<file path="src/rtl/uart_rx_frame_check.sv">
// UART receive framer: start detect, 3-sample majority data recovery,
// parity and stop checking with one-cycle result pulses.
module uart_rx_frame_check #(
  parameter int DATA_WIDTH = 8,
  parameter int PRESC_W    = 6
) (
  input  logic                  CLK,
  input  logic                  RST,
  input  logic                  RX_IN,
  input  logic                  PAR_EN,
  input  logic                  PAR_TYP,
  input  logic [PRESC_W-1:0]    Prescale,
  output logic [DATA_WIDTH-1:0] P_DATA,
  output logic                  Data_Valid,
  output logic                  Par_err,
  output logic                  Stp_err
);

  localparam int BW = (DATA_WIDTH > 1) ? $clog2(DATA_WIDTH) : 1;

  typedef enum logic [2:0] {
    S_IDLE,
    S_START,
    S_DATA,
    S_PARITY,
    S_STOP
  } state_t;

  state_t                r_state;
  state_t                w_next;
  logic [PRESC_W-1:0]    r_presc;
  logic [PRESC_W-1:0]    r_edge_cnt;
  logic [BW-1:0]         r_bit_cnt;
  logic [2:0]            r_samp;
  logic [DATA_WIDTH-1:0] r_shift;
  logic                  r_par_en;
  logic                  r_par_typ;
  logic                  r_par_fail;

  logic [PRESC_W-1:0]    w_norm_p;
  logic [PRESC_W-1:0]    w_half;
  logic                  w_last;
  logic                  w_s0;
  logic                  w_s1;
  logic                  w_s2;
  logic                  w_maj;
  logic                  w_last_bit;
  logic                  w_exp_par;

  // Anything but 8/16/32 falls back to 16x oversampling
  assign w_norm_p =
    (Prescale == PRESC_W'(8) ||
     Prescale == PRESC_W'(16) ||
     Prescale == PRESC_W'(32)) ?
    Prescale : PRESC_W'(16);

  assign w_half = {1'b0, r_presc[PRESC_W-1:1]};
  assign w_last = (r_edge_cnt == r_presc - PRESC_W'(1));
  assign w_s0   = (r_edge_cnt == w_half - PRESC_W'(1));
  assign w_s1   = (r_edge_cnt == w_half);
  assign w_s2   = (r_edge_cnt == w_half + PRESC_W'(1));

  assign w_maj = (r_samp[0] & r_samp[1]) |
                 (r_samp[0] & r_samp[2]) |
                 (r_samp[1] & r_samp[2]);

  assign w_last_bit = (r_bit_cnt == BW'(DATA_WIDTH - 1));
  assign w_exp_par  = r_par_typ ? ~^r_shift : ^r_shift;

  always_ff @(posedge CLK) begin
    if (RST) r_state <= S_IDLE;
    else     r_state <= w_next;
  end

  always_comb begin
    w_next = r_state;
    unique case (r_state)
      S_IDLE:   if (!RX_IN) w_next = S_START;
      S_START:  if (w_last) w_next = w_maj ? S_IDLE : S_DATA;
      S_DATA:
        if (w_last && w_last_bit)
          w_next = r_par_en ? S_PARITY : S_STOP;
      S_PARITY: if (w_last) w_next = S_STOP;
      S_STOP:   if (w_last) w_next = S_IDLE;
      default:  w_next = S_IDLE;
    endcase
  end

  always_ff @(posedge CLK) begin
    if (RST) begin
      r_presc    <= PRESC_W'(16);
      r_edge_cnt <= '0;
      r_bit_cnt  <= '0;
      r_samp     <= '0;
      r_shift    <= '0;
      r_par_en   <= 1'b0;
      r_par_typ  <= 1'b0;
      r_par_fail <= 1'b0;
      P_DATA     <= '0;
      Data_Valid <= 1'b0;
      Par_err    <= 1'b0;
      Stp_err    <= 1'b0;
    end else begin
      Data_Valid <= 1'b0;
      Par_err    <= 1'b0;
      Stp_err    <= 1'b0;

      // Detect cycle is edge 0 of the start bit
      if (r_state == S_IDLE) begin
        r_edge_cnt <= RX_IN ? '0 : PRESC_W'(1);
        if (!RX_IN) begin
          r_presc    <= w_norm_p;
          r_par_en   <= PAR_EN;
          r_par_typ  <= PAR_TYP;
          r_par_fail <= 1'b0;
          r_bit_cnt  <= '0;
        end
      end else begin
        r_edge_cnt <= w_last ? '0 :
                      r_edge_cnt + PRESC_W'(1);
        if (w_s0) r_samp[0] <= RX_IN;
        if (w_s1) r_samp[1] <= RX_IN;
        if (w_s2) r_samp[2] <= RX_IN;
      end

      if (r_state == S_DATA && w_last) begin
        r_shift   <= {w_maj, r_shift[DATA_WIDTH-1:1]};
        r_bit_cnt <= w_last_bit ? '0 :
                     r_bit_cnt + BW'(1);
      end

      if (r_state == S_PARITY && w_last)
        r_par_fail <= (w_maj != w_exp_par);

      if (r_state == S_STOP && w_last) begin
        Data_Valid <= w_maj & ~r_par_fail;
        Par_err    <= r_par_fail;
        Stp_err    <= ~w_maj;
        if (w_maj && !r_par_fail)
          P_DATA <= r_shift;
      end
    end
  end

endmodule

</file>
<file path="config.mk">
export PLATFORM = sky130hd
export DESIGN_NAME = uart_rx_frame_check
export DESIGN_NICKNAME = d
export VERILOG_FILES = /design/src/rtl/uart_rx_frame_check.sv
export SDC_FILE = /design/constraint.sdc
export NUM_CORES = 1
export LEC_CHECK = 0
export BUFFER_PORTS_ARGS = -buffer_cell sky130_fd_sc_hd__clkbuf_2
export CAP_MARGIN = 20
export CORE_MARGIN = 2
export CORE_UTILIZATION = 45
export DETAILED_ROUTE_END_ITERATION = 8
export GPL_TIMING_DRIVEN = 0
export PLACE_DENSITY = 0.61
export SETUP_SLACK_MARGIN = 0.4
export SLEW_MARGIN = 30
export SYNTH_ARGS = -nofsm -noshare
export SYNTH_HDL_FRONTEND = slang
export SYNTH_SLANG_ARGS = --single-unit
</file>
<file path="constraint.sdc">
create_clock -name CLK -period 3.95 [get_ports CLK]
set_clock_uncertainty 0.2 [all_clocks]
set_input_delay 0.79 -clock CLK [delete_from_list [all_inputs] [get_ports CLK]]
set_output_delay 0.79 -clock CLK [all_outputs]
set_load 0.02 [all_outputs]
</file>
Word level (Yosys, flattened, before mapping)
Index checks and enable logic that the tools add are counted.
{"block": "totals", "reg_bits": 43, "output_inout_bits": 11, "word_cells": 93}
{"block": "op_classes", "addsub": 5, "eq_ne": 20, "mux": 20, "bitwise": 11, "reduce_logical": 22}
{"cell": "3-bit two-way mux", "n": 10}
{"cell": "6-bit equality test", "n": 3}
{"cell": "6-bit two-way mux", "n": 3}
{"cell": "3-bit one-hot mux with 5 select lines", "n": 1}
{"cell": "2-bit AND reduction", "n": 7}
{"cell": "2-bit inequality test (second input constant)", "n": 5}
{"cell": "8-bit XNOR reduction", "n": 1}
{"cell": "8-bit XOR reduction", "n": 1}
{"cell": "5-bit by 1-bit adder with 6-bit output (second input constant)", "n": 1}
{"cell": "6-bit by 1-bit adder with 6-bit output (second input constant)", "n": 1}
{"cell": "3-bit by 2-bit equality test with 1-bit output (second input constant)", "n": 2}
{"cell": "3-bit equality test (second input constant)", "n": 2}
{"cell": "6-bit by 4-bit equality test with 1-bit output (second input constant)", "n": 1}
{"cell": "6-bit by 5-bit equality test with 1-bit output", "n": 1}
{"cell": "6-bit by 5-bit equality test with 1-bit output (second input constant)", "n": 1}
{"cell": "6-bit equality test (second input constant)", "n": 1}
{"cell": "5-bit by 1-bit subtractor with 6-bit output (second input constant)", "n": 1}
{"cell": "6-bit by 1-bit subtractor with 6-bit output (second input constant)", "n": 1}
{"cell": "1-bit logical AND", "n": 5}
{"cell": "1-bit two-way mux", "n": 5}
{"cell": "1-bit inverter", "n": 5}
{"cell": "5-bit AND reduction", "n": 1}
{"cell": "1-bit bitwise AND", "n": 4}
{"cell": "2-bit by 1-bit inequality test with 1-bit output (second input constant)", "n": 2}
{"cell": "other kinds (10)", "n": 13}

Longest topological paths before layout
{"block": "logic_depth", "depth_word": 6, "depth_mapped": 9, "mapped_depth_nobuf": 7}

Least setup slack after synthesis
No wires, ideal clock.
{"block": "synth_path", "path_type": "register to register", "startpoint": "register r_presc[2]", "endpoint": "register r_state[2]", "arrival_time_ns": 1.981, "setup_slack_ns": 1.699, "stages_incl_launch_ff": 10, "n_path_buf": 2, "period_less_slack_ns": 2.251, "cell_sequence": "dfxtp_1 -> inv_1 -> ha_1 -> a21bo_2 -> or3_1 -> and4_1 -> buf_2 -> buf_2 -> a21o_1 -> a21oi_1"}
{"block": "synth_via", "elab_chain_cells": 5, "word_cells_on_any_way": 8}
{"item": "start: declaration", "line": "31", "source": "logic [PRESC_W-1:0] r_presc;"}
{"item": "start signal: assignment", "line": "112", "source": "r_presc <= w_norm_p;"}
{"item": "6-bit by 1-bit subtractor with 6-bit output *", "line": "58", "source": "assign w_last = (r_edge_cnt == r_presc - PRESC_W'(1));"}
{"item": "6-bit equality test *", "line": "58"}
{"item": "1-bit logical AND", "line": "81", "source": "if (w_last && w_last_bit)"}
{"item": "2-bit inequality test (no line)"}
{"item": "5-bit AND reduction (no line) *"}
{"item": "end signal: assignment", "line": "72", "source": "else r_state <= w_next;"}
{"item": "end: declaration", "line": "29", "source": "state_t r_state;"}
Every way passes the cells marked *; elsewhere a longest branch is shown, timed or not.
A chain may end at the register's enable or synchronous reset.

Final worst setup path
{"block": "layout_path", "startpoint": "register r_presc[2]", "endpoint": "register r_edge_cnt[0]"}
{"block": "layout_via", "elab_chain_cells": 4}
{"item": "6-bit by 1-bit subtractor with 6-bit output", "line": "58"}
{"item": "6-bit equality test", "line": "58"}
{"item": "6-bit two-way mux", "line": "119", "source": "r_edge_cnt <= w_last ? '0 :"}
{"item": "6-bit two-way mux", "line": "109", "source": "if (r_state == S_IDLE) begin"}
{"item": "end signal: assignment", "line": "110", "source": "r_edge_cnt <= RX_IN ? '0 : PRESC_W'(1);"}
{"item": "end signal: assignment", "line": "119"}
{"item": "end: declaration", "line": "32", "source": "logic [PRESC_W-1:0] r_edge_cnt;"}
No other way between the ends.

==> results.yml <==
logic_synthesis:
  yosysWarnings: 0
  synth_fa_ha_area_share_pct: 4.11
  synth.area.top_cells: "dfxtp_1 36%, a21oi_1 6.7%, xnor2_1 6.2%"
  ys_async_sr_fraction_pct: 0
  synth_top_family_by_area: "simple AND/OR/NAND/NOR gates"
  syn_avg_cell_area_um2: 8.55
  synthFlopType: "dfxtp_1"
  synth_top_cell_by_area: "dfxtp_1"
  syn-cell-area_mm2: 0.00240
  synthMuxAreaShare_pct: 0.417
  syn-num-nets: 299
  synthCells: 281
  synthDistinctLibCells: 49
  ys_seq_elements: 43
  synth_xor_area_share_pct: 11.9
  synth_compound_area_share_pct: 19.9
  yosysTopAreaCellShare_pct: 35.8
  ys_seq_area_share_pct: 35.8
  synth-simple-area-share_pct: 22.2
  synth-edff-count: 0
place:
  numPortBuffers: 20
  place.gp.congestion: 0.836
  dpl.hpwl_um: 4100
final_layout:
  areaGrowthSynthToFinish_pct: 12.3
  fin_nets: 326
  mostFrequentLayoutCell: "dfxtp_1"
  num_antenna_cells: 0
  drive_gt1_share_pct: 16.2
  final_cell_mix: "43 x dfxtp_1, 32 x a21oi_1, 21 x clkbuf_2, 21 x nand4_1"
critical_path:
  cp.required_ps: 3980
  crit_slowest_cell: "dfxtp_1"
  critical_path_class: "reg2reg"
  crit_arrival_ps: 2630
  cpLargestDelayFamily: "buffers and inverters"
  crit_path_end_kind: "flop"
  worstSetupStartpointType: "flop"
  critPathMaxStageDelay_ps: 480
  path_buf_inv: 2
  crit_chain: "inv_1, ha_1, a21bo_2, or3_1, nand4_2, buf_1, o21ai_0, a21oi_1"
  cp_max_fo: 10
drt:
  drc: 0
  dr.pass1.iters: 4
  antenna_left: 0
  drt-total-wl_um: 5780
  viasPerCell: 5.63
  wl_per_cell_um: 15.2
  drt_iter0_drc: 121
  vias: 2132
cts:
  clock_path_buffers: 2
  clk_pin_slew_worst_paths_ps: 80
  cts_tree: "done"
  cts_inserted_buffers: 5
  cts_max_level: 2
  post_cts_resized: 0
  clock_latency_ps: 300
  cts_hold_repair.buffers: 0
  root_buffer: "clkbuf_8"
  cts_setup_buffers: 0
  clock-sinks: 43
floorplan:
  core_area_mm2: 0.00514
  ios: 22
  die_h_um: 77.1
  start_util_pct: 46.7
  dieArea_mm2: 0.00594
  rows: 26
  fp.dieW_um: 77.1
timing:
  layout_min_cycle_time_ps: 2600
  max_slew_margin_pct: 63.0
  hold_viol_final: 0
  rsz0062_at_grt: "no"
  tightest_slew_ps: 553
  drv_slew: 0
  finalSetupTns_ps: 0
  setup_viol: 0
  fin_crit_sh_pct: 65.9
  maxClockFrequency_ghz: 0.384
global_routing:
  grt_pass1_wl_um: 9980
  grt_overflow: 0
  grt_pass1_vias: 1994
  antenna_found_initial: 0
  grt_max_degree: 14
  grtUsageTotal_pct: 20.9
power:
  power.density_mw_per_mm2: 300
  leakagePower_nw: 0.984
  finalPower_w: 0.000809
  peakVddDrop_v: 0.000151
status:
  status: "completed"
min_path:
  hp-class: "reg2reg"
run:
  max-cap-violations: 0
==> state kept, by name, indices dropped and copies added (netlist names), 3 cells and up <==
signal / cells
r_edge_cnt: 6
P_DATA: 8
r_samp: 3
r_state: 3
r_shift: 8
r_bit_cnt: 3
r_presc: 6
==> stage by stage <==
step	hold slack, ps	cells	cell area (µm²)	setup slack (ps)	util (%)
2_1_floorplan	249	281	2400	1700	-
3_3_place_gp	253	371	2590	1370	50.4
3_5_place_dp	260	371	2590	1410	50.4
4_1_cts	271	379	2690	1390	52.4
5_1_grt	287	379	2700	1090	52.5
6_report	268	379	2700	1350	52.5
==> synthesized netlist by cell type, types with 3 or more instances <==
cell type / n
nand3_1: 5
buf_2: 8
dfxtp_1: 43
o21ai_0: 5
nand2b_1: 4
nand4_1: 21
nor4_1: 8
a21oi_1: 32
a31o_2: 4
nor2_1: 15
xnor2_1: 17
xor2_1: 13
o31ai_1: 17
o311ai_0: 3
or4_1: 3
nor3_1: 7
ha_1: 7
nand2_1: 12
clkbuf_1: 8
inv_1: 6
nand3b_1: 3
buf_1: 6
or3_1: 3
==> kinds of logic after synthesis <==
logic type,after synthesis
buffers and inverters,31
and+or+nand+nor,94
AOI/OAI and AO/OA,73
muxes,1
adders and majority gates,8
xor gates and xnor gates,31
DFF,43
==> worst min-delay path, stage by stage, from the launching register on <==
cell and delay (ps):
dfxtp_1 320, o31ai_1 60, a21oi_1 50
==> final cells by class <==
cell class	count	area (µm²)
inverter	6	22.5
timing repair buffer	20	100
fill	535	2440
tap	70	87.6
buffer	25	113
clock inverter	1	7.51
clock buffer	7	96.3
sequential	43	861
multi-input combinational	207	1410
==> routing by layer <==
metal / track usage (%) / wire length, µm / vias to the layer above
met2: 28.9 / 2380 / 56
met3: 4.71 / 342 / 7
met4: 6.79 / 83 / 0
met5: 0 / 0 / -
li1: - / - / 1096
met1: 31.8 / 2980 / 973
==> power breakdown <==
part | switching [W] | leakage (nW) | internal [W] | total, W
clock network | 0.000155 | 0.0505 | 0.000159 | 0.000314
registers | 0.00000449 | 0.347 | 0.000437 | 0.000442
logic | 0.0000330 | 0.586 | 0.0000202 | 0.0000533
==> final timing paths <==
path                           startpoint                  endpoint  slack (ps)  depth (start not counted)
setup / recovery  r_presc[2]$_SDFFE_PP0P_  r_edge_cnt[0]$_SDFF_PP0_        1350                          8
hold / removal     P_DATA[2]$_SDFFE_PP0P_    P_DATA[2]$_SDFFE_PP0P_         270                          2
setup reg to reg  r_presc[2]$_SDFFE_PP0P_  r_edge_cnt[0]$_SDFF_PP0_        1350                          8
hold reg to reg    P_DATA[2]$_SDFFE_PP0P_    P_DATA[2]$_SDFFE_PP0P_         270                          2
No activity file was read; power rests on OpenSTA's default activity.
